--- src/rtl/m3ds_ahb_pkg.sv ---
// m3ds_ahb_pkg: shared AHB encodings, select indices and the default-slave
// state encoding for the peripheral-subsystem slave mux.
package m3ds_ahb_pkg;

   localparam logic [1:0] HTRANS_IDLE   = 2'b00;
   localparam logic [1:0] HTRANS_BUSY   = 2'b01;
   localparam logic [1:0] HTRANS_NONSEQ = 2'b10;
   localparam logic [1:0] HTRANS_SEQ    = 2'b11;

   localparam logic HRESP_OKAY  = 1'b0;
   localparam logic HRESP_ERROR = 1'b1;

   // Bit positions inside the data-phase select vector.
   localparam int SEL_BEETLE = 0;
   localparam int SEL_DEFSLV = 1;
   localparam int SEL_FPGA   = 2;
   localparam int SEL_MPS2   = 3;

   typedef enum logic [1:0] {
      DS_IDLE = 2'd0,
      DS_ERR1 = 2'd1,
      DS_ERR2 = 2'd2
   } ds_state_e;

   // Collapse possibly multi-hot decoder selects to one-hot (or zero) with
   // priority beetle > fpga > mps2 > default slave.
   function automatic logic [3:0] resolve_sel(input logic beetle,
                                              input logic defslv,
                                              input logic fpga,
                                              input logic mps2);
      logic [3:0] s;
      s = '0;
      if (beetle)      s[SEL_BEETLE] = 1'b1;
      else if (fpga)   s[SEL_FPGA]   = 1'b1;
      else if (mps2)   s[SEL_MPS2]   = 1'b1;
      else if (defslv) s[SEL_DEFSLV] = 1'b1;
      return s;
   endfunction

endpackage

--- src/rtl/m3ds_ahb_default_slave.sv ---
// m3ds_ahb_default_slave: two-cycle AHB ERROR responder for unmapped
// NONSEQ/SEQ transfers, plus optional first-error address capture
// (enabled by defining M3DS_AHB_MUX_ERRCAPTURE_EN).
module m3ds_ahb_default_slave
   import m3ds_ahb_pkg::*;
#(
   parameter int AW = 32
) (
   input  logic          clk,
   input  logic          rst_n,
   input  logic          hready,
   input  logic [1:0]    htrans,
   input  logic [AW-1:0] haddr,
   input  logic          hsel,
   input  logic          err_clr,
   output logic          ready,
   output logic          resp,
   output logic          err_valid,
   output logic [AW-1:0] err_addr
);

   ds_state_e state, state_next;
   logic      qualify;
   logic      start_err;

   // An accepted NONSEQ/SEQ to the default slave; IDLE/BUSY get zero-wait OKAY.
   assign qualify   = hready & hsel & htrans[1];
   // Entry into the first error cycle from IDLE or ERR2.
   assign start_err = (state_next == DS_ERR1);

   // State register.
   // NOTE: sequential state uses non-blocking assignments so every flop samples pre-edge values.
   always_ff @(posedge clk or negedge rst_n) begin
      if (!rst_n) state <= DS_IDLE;
      else        state <= state_next;
   end

   // Next-state and response decode.
   // NOTE: every output gets a default first, so no path through the case can infer a latch.
   always_comb begin
      state_next = state;
      ready      = 1'b1;
      resp       = HRESP_OKAY;
      unique case (state)
         DS_IDLE: begin
            if (qualify) state_next = DS_ERR1;
         end
         DS_ERR1: begin
            ready      = 1'b0;
            resp       = HRESP_ERROR;
            state_next = DS_ERR2;
         end
         DS_ERR2: begin
            resp       = HRESP_ERROR;
            state_next = qualify ? DS_ERR1 : DS_IDLE;
         end
         default: state_next = DS_IDLE;
      endcase
   end

`ifdef M3DS_AHB_MUX_ERRCAPTURE_EN
   // First-error capture; a clear request wins over a simultaneous capture.
   always_ff @(posedge clk or negedge rst_n) begin
      if (!rst_n) begin
         err_valid <= 1'b0;
         err_addr  <= '0;
      end else if (err_clr) begin
         err_valid <= 1'b0;
         err_addr  <= '0;
      end else if (start_err && !err_valid) begin
         err_valid <= 1'b1;
         err_addr  <= haddr;
      end
   end

   logic unused_bits;
   assign unused_bits = htrans[0];
`else
   assign err_valid = 1'b0;
   assign err_addr  = '0;

   logic unused_bits;
   assign unused_bits = ^{htrans[0], haddr, err_clr, start_err};
`endif

endmodule

--- src/rtl/m3ds_ahb_slave_mux.sv ---
// m3ds_ahb_slave_mux: data-phase response stage behind the peripheral AHB
// decoder. Registers the address-phase selects and muxes HRDATA/HREADYOUT/
// HRESP from the selected slave. Optional error capture is enabled by
// defining M3DS_AHB_MUX_ERRCAPTURE_EN.
module m3ds_ahb_slave_mux
   import m3ds_ahb_pkg::*;
#(
   parameter int DW = 32,
   parameter int AW = 32
) (
   input  logic          HCLK,
   input  logic          HRESETn,
   input  logic          HREADY,
   input  logic [1:0]    HTRANS,
   input  logic [AW-1:0] HADDR,
   input  logic          BEETLE_HSEL_i,
   input  logic          DEFSLAVE_HSEL_i,
   input  logic          FPGA_HSEL_i,
   input  logic          MPS2_HSEL_i,
   input  logic [DW-1:0] BEETLE_HRDATA_i,
   input  logic          BEETLE_HREADYOUT_i,
   input  logic          BEETLE_HRESP_i,
   input  logic [DW-1:0] FPGA_HRDATA_i,
   input  logic          FPGA_HREADYOUT_i,
   input  logic          FPGA_HRESP_i,
   input  logic [DW-1:0] MPS2_HRDATA_i,
   input  logic          MPS2_HREADYOUT_i,
   input  logic          MPS2_HRESP_i,
   output logic [DW-1:0] HRDATA_o,
   output logic          HREADYOUT_o,
   output logic          HRESP_o,
   input  logic          ERR_CLR_i,
   output logic          DEFSLV_ERR_VALID_o,
   output logic [AW-1:0] DEFSLV_ERR_ADDR_o
);

   logic [3:0] sel_res;
   logic [3:0] dsel;
   logic       ds_ready;
   logic       ds_resp;

   assign sel_res = resolve_sel(BEETLE_HSEL_i, DEFSLAVE_HSEL_i, FPGA_HSEL_i, MPS2_HSEL_i);

   // Data-phase select: advances only when the bus accepts an address phase.
   always_ff @(posedge HCLK or negedge HRESETn) begin
      if (!HRESETn)    dsel <= '0;
      else if (HREADY) dsel <= sel_res;
   end

   m3ds_ahb_default_slave #(.AW(AW)) u_default_slave (
      .clk       (HCLK),
      .rst_n     (HRESETn),
      .hready    (HREADY),
      .htrans    (HTRANS),
      .haddr     (HADDR),
      .hsel      (DEFSLAVE_HSEL_i),
      .err_clr   (ERR_CLR_i),
      .ready     (ds_ready),
      .resp      (ds_resp),
      .err_valid (DEFSLV_ERR_VALID_o),
      .err_addr  (DEFSLV_ERR_ADDR_o)
   );

   // Response mux; with nothing selected the bus sees a zero-wait OKAY.
   always_comb begin
      HRDATA_o    = '0;
      HREADYOUT_o = 1'b1;
      HRESP_o     = HRESP_OKAY;
      if (dsel[SEL_BEETLE]) begin
         HRDATA_o    = BEETLE_HRDATA_i;
         HREADYOUT_o = BEETLE_HREADYOUT_i;
         HRESP_o     = BEETLE_HRESP_i;
      end else if (dsel[SEL_FPGA]) begin
         HRDATA_o    = FPGA_HRDATA_i;
         HREADYOUT_o = FPGA_HREADYOUT_i;
         HRESP_o     = FPGA_HRESP_i;
      end else if (dsel[SEL_MPS2]) begin
         HRDATA_o    = MPS2_HRDATA_i;
         HREADYOUT_o = MPS2_HREADYOUT_i;
         HRESP_o     = MPS2_HRESP_i;
      end else if (dsel[SEL_DEFSLV]) begin
         HREADYOUT_o = ds_ready;
         HRESP_o     = ds_resp;
      end
   end

endmodule

--- config.mk ---
export PLATFORM = sky130hd
export DESIGN_NAME = m3ds_ahb_slave_mux
export DESIGN_NICKNAME = d
export VERILOG_FILES = /design/src/rtl/m3ds_ahb_pkg.sv /design/src/rtl/m3ds_ahb_default_slave.sv /design/src/rtl/m3ds_ahb_slave_mux.sv
export SDC_FILE = /design/constraint.sdc
export NUM_CORES = 1
export LEC_CHECK = 0
export BUFFER_PORTS_ARGS = -buffer_cell sky130_fd_sc_hd__buf_2
export CAP_MARGIN = 20
export CORE_AREA = 2 2 82 84
export DETAILED_ROUTE_END_ITERATION = 10
export DIE_AREA = 0 0 84 86
export PLACE_DENSITY_LB_ADDON = 0.12
export SLEW_MARGIN = 30
export SYNTH_ARGS = -nofsm -noshare
export SYNTH_HDL_FRONTEND = slang
export SYNTH_HIERARCHICAL = 1
export SYNTH_SLANG_ARGS = --single-unit
--- constraint.sdc ---
create_clock -name HCLK -period 1.5 [get_ports HCLK]
set_input_delay 0.225 -clock HCLK [delete_from_list [all_inputs] [get_ports HCLK]]
set_output_delay 0.225 -clock HCLK [all_outputs]
set_load 0.05 [all_outputs]
# After elaboration in Yosys (flattened, before gate mapping)
# Index checks and enable logic that the tools add are counted.
[word_totals] input_bits=144 output_inout_bits=67 reg_bits=6
[classes] reduce_logical=2 mux=24 n_eq_ne=3 bitwise=2
[ops] op="two-way mux 32 bit" n=3
[ops] op="two-way mux 1 bit" n=18
[ops] op="case mux 2 bit (3 select lines)" n=1
[ops] op="two-way mux 3 bit" n=1
[ops] op="AND 1 bit" n=2
[ops] op="== test 2 x 1 -> 1 bit (second input constant)" n=1
[ops] op="== test 2 bit (second input constant)" n=1
[ops] op="logical NOT 2 bit" n=1
[ops] op="two-way mux 2 bit" n=1
[ops] op="!= test 2 x 1 -> 1 bit (second input constant)" n=1
[ops] op="OR reduction 2 bit" n=1

# Depth between registers and ports, before layout
[depth] word_depth=7 ltp_mapped=5 depth_no_buf=5

# Hierarchy
# Netlist, hierarchy kept.
[by_module_without_submodules] module="m3ds_ahb_slave_mux" instances=1 cells_each=140 area_each_um2=939.7
[by_module_without_submodules] module="m3ds_ahb_default_slave" instances=1 cells_each=51 area_each_um2=435.4

# Least setup slack after synthesis
# OpenSTA, ideal clock, no wires.
[synth_timing] path_type="reg-to-output" startpoint="register dsel[0]" endpoint="output HRDATA_o[29]" path_stages_with_launch=4 path_slack_ns=-0.496 arrival_time_ns=1.771 path_buffers=2 path_cell_list="dfrtp_1 clkbuf_2 clkbuf_1 o21ai_0"
[synth_via] elab_chain_len=1
[synth_rtl] element="start: declaration" line_no="m3ds_ahb_slave_mux.sv:38" rtl="logic [3:0] dsel;"
[synth_rtl] element="start signal: assignment" line_no="m3ds_ahb_slave_mux.sv:47" rtl="else if (HREADY) dsel <= sel_res;"
[synth_rtl] element="two-way mux 32 bit" line_no="m3ds_ahb_slave_mux.sv:69" rtl="if (dsel[SEL_BEETLE]) begin"
[synth_rtl] element="end: declaration" line_no="m3ds_ahb_slave_mux.sv:29" rtl="output logic [DW-1:0] HRDATA_o,"
# Every way passes these cells.

# Final worst setup path
[layout_timing] startpoint="register dsel[2]" endpoint="output HRDATA_o[9]"
[layout_via] elab_chain_len=2
[layout_rtl] element="two-way mux 32 bit" line_no="m3ds_ahb_slave_mux.sv:73" rtl="end else if (dsel[SEL_FPGA]) begin"
[layout_rtl] element="two-way mux 32 bit" line_no="m3ds_ahb_slave_mux.sv:69"
# Every way passes these cells.

==> flow_summary.ini <==
[run_status]
status = finished, violations left
violations = setup timing

[cells_and_area]
syn2layout_area_growth_pct = 94.4
final_cell_mix = buf_2, buf_6, nand2_1, conb_1, o21ai_2
diodes = 0
n_fill_cell = 666
final_util = 0.426
drive_gt1_frac = 0.671
nNetsFinal = 496
layout_commonest_cell = buf_2

[sta]
skew_ps = 0.00647
rsz0062_at_grt = true
hold_ws_ps = 257
min_period_ps = 1740
fin_ws_ps = -239
setup-violations-final = 34
fin_crit_sh = 1.16
hold_viol = 0
timing.fmax_mhz = 575
slew_viol_final = 0

[floorplan]
dieArea_mm2 = 0.00722
core_area_mm2 = 0.00628
ios = 211
initial_core_util = 0.219
die_w_um = 84
rows = 29
die_h_um = 86

[setup_path]
crit_buf_inv = 2
cp-start-kind = flop
critPathTopFamily = flip-flops
crit_type = reg -> out
cp_data_arrival_time_ps = 1510
slowest_stage = dfrtp_1
max_stage_delay_ps = 410
cp-end-kind = output port
crit_fanout = 9
worst_ep_required_time_ps = 1270
path_cells = and2b_4 -> clkbuf_16 -> a22oi_1 -> o21ai_1 -> buf_6

[drt]
wire_per_inst_um = 12.3
via_count = 1818
drt_first_pass_iters = 4
drc = 0
via_per_inst = 4.30
drt_iter0_drc = 26
final_antenna_net_count = 0
finalWirelength_um = 5200

[synthesis]
synth_area_mm2 = 0.00138
synth.top_cells.by_area = buf_4, a22oi_1, dfrtp_1
yosysTopAreaCell = buf_4
postSynthCellCount = 191
synth_top_area_share = 0.191
yosysUniqueCellTypes = 37
synthFlopType = dfrtp_1
syn_area_per_cell_um2 = 7.20
synthArstFlopShare = 1.00
yosysWarnings = 6
seq_area_frac_synth = 0.109
ys_ff_latch = 6
synth_edf_count = 0

[hold_path]
hp-class = in -> reg

[power]
totalPowerFinal_mw = 2.36
p_leak_nw = 1.33
power.density_mw_per_mm2 = 883
vdd_drop_max_uv = 655

[global_routing]
grt_max_degree = 34
grt_usage = 0.134
gr-total-overflow = 0
antenna_found_initial = 0
grt_pass1_wl_um = 7980
grt_pass1_vias = 1669

[clock_tree]
clk_pin_slew_ps = 40
cts_tree = yes
clock_sink_count = 6
cts_buffer_depth = 2
clk_latency_ps = 220
cts_buffers = 3
cts.root.buffer_cell = clkbuf_8
htree_levels = 1

[placement]
place_congestion = 0.705
dp_hpwl_um = 4010
numPortBuffers = 143

[run]
max_cap_viol_count = 0
-- worst paths after layout --
path                                               start                       end  slack (ps)  depth (start not counted)
worst max-delay path                             dsel[2]               HRDATA_o[9]        -240                          5
worst min-delay path                         MPS2_HSEL_i                   dsel[3]         260                          3
worst max register to register  u_default_slave/state[0]  u_default_slave/state[0]         120                          7
worst min register to register                   dsel[1]                   dsel[1]         600                          2
max in group asynchronous                        HRESETn                   dsel[0]         990                          2
min in group asynchronous                        HRESETn  u_default_slave/state[0]         350                          2
-- worst min-delay path: cells and delay by family --
family	cells	cell delay, ps
AO/OA/AOI/OAI	1	70
buffers and inverters	1	80
AND/OR/NAND/NOR	1	60
-- through the flow --
step / cell area [um2] / cells / TNS [ps] / setup WS (ps)
floorplan: 1610 / 223 / -814 / -244
global placement: 2270 / 414 / -626 / -87.5
detailed placement: 2270 / 414 / -875 / -68.0
CTS: 2600 / 422 / -6430 / -224
global route: 2670 / 423 / -8820 / -298
finish: 2670 / 423 / -6730 / -239
-- report_power, final --
group	total [mW]	internal (mW)	switching [mW]	leakage, nW
registers	0.233	0.198	0.0351	0.0758
clock network	0.257	0.183	0.0737	0.0228
logic	1.87	0.787	1.08	1.23
-- synthesized netlist by cell type (3+ instances only) --
| library cell | instances |
|---|---|
| a22oi_1 | 22 |
| nand2_1 | 34 |
| a22oi_2 | 8 |
| buf_6 | 3 |
| dfrtp_1 | 6 |
| ha_1 | 5 |
| buf_4 | 35 |
| inv_1 | 8 |
| o21ai_1 | 29 |
| clkbuf_1 | 3 |
| o21ai_0 | 6 |
-- final cells by class --
class                           count  area, um2  share of cell area
Clock buffer                        4       45.0              0.0169
Inverter                            9       36.3              0.0136
Multi-Input combinational cell    160       1130               0.422
Sequential cell                     6        153              0.0571
Tap cell                           77       96.3              0.0360
Timing Repair Buffer              167       1210               0.455
-- flip-flops by register name, indices dropped and copies added, names as in the netlist --
register / flops
dsel: 4
u_default_slave/state: 2
-- repair_timing --
item / CTS / global route
gates resized for setup: 79 / 11
endpoints found under the setup margin: 34 / 34
cloned: 0 / 1
hold endpoints to repair: 6 / 0
hold buffers: 1 / 0
setup buffers: 4 / 0
pin swaps: 5 / 5
-- per-layer routing --
layer | GRT usage | vias up | share of wire
met1 | 0.158 | 791 | 0.37
li1 | - | 927 | -
met2 | 0.255 | 94 | 0.54
met5 | 0 | - | 0
met4 | 0.0308 | 0 | 0.011
met3 | 0.0192 | 6 | 0.072
-- logic make-up (layout without fill, tap and decap cells) --
family	Yosys count	after routing	synth area share
other	1	33	0.00273
multiplexers	2	2	0.0191
AND/OR/NAND/NOR	46	46	0.150
AO/OA/AOI/OAI	74	74	0.377
buffers and inverters	57	180	0.297
flip-flops	6	6	0.109
adder cells (fa/ha/maj)	5	5	0.0455
Power figures use the tool's default switching activity.
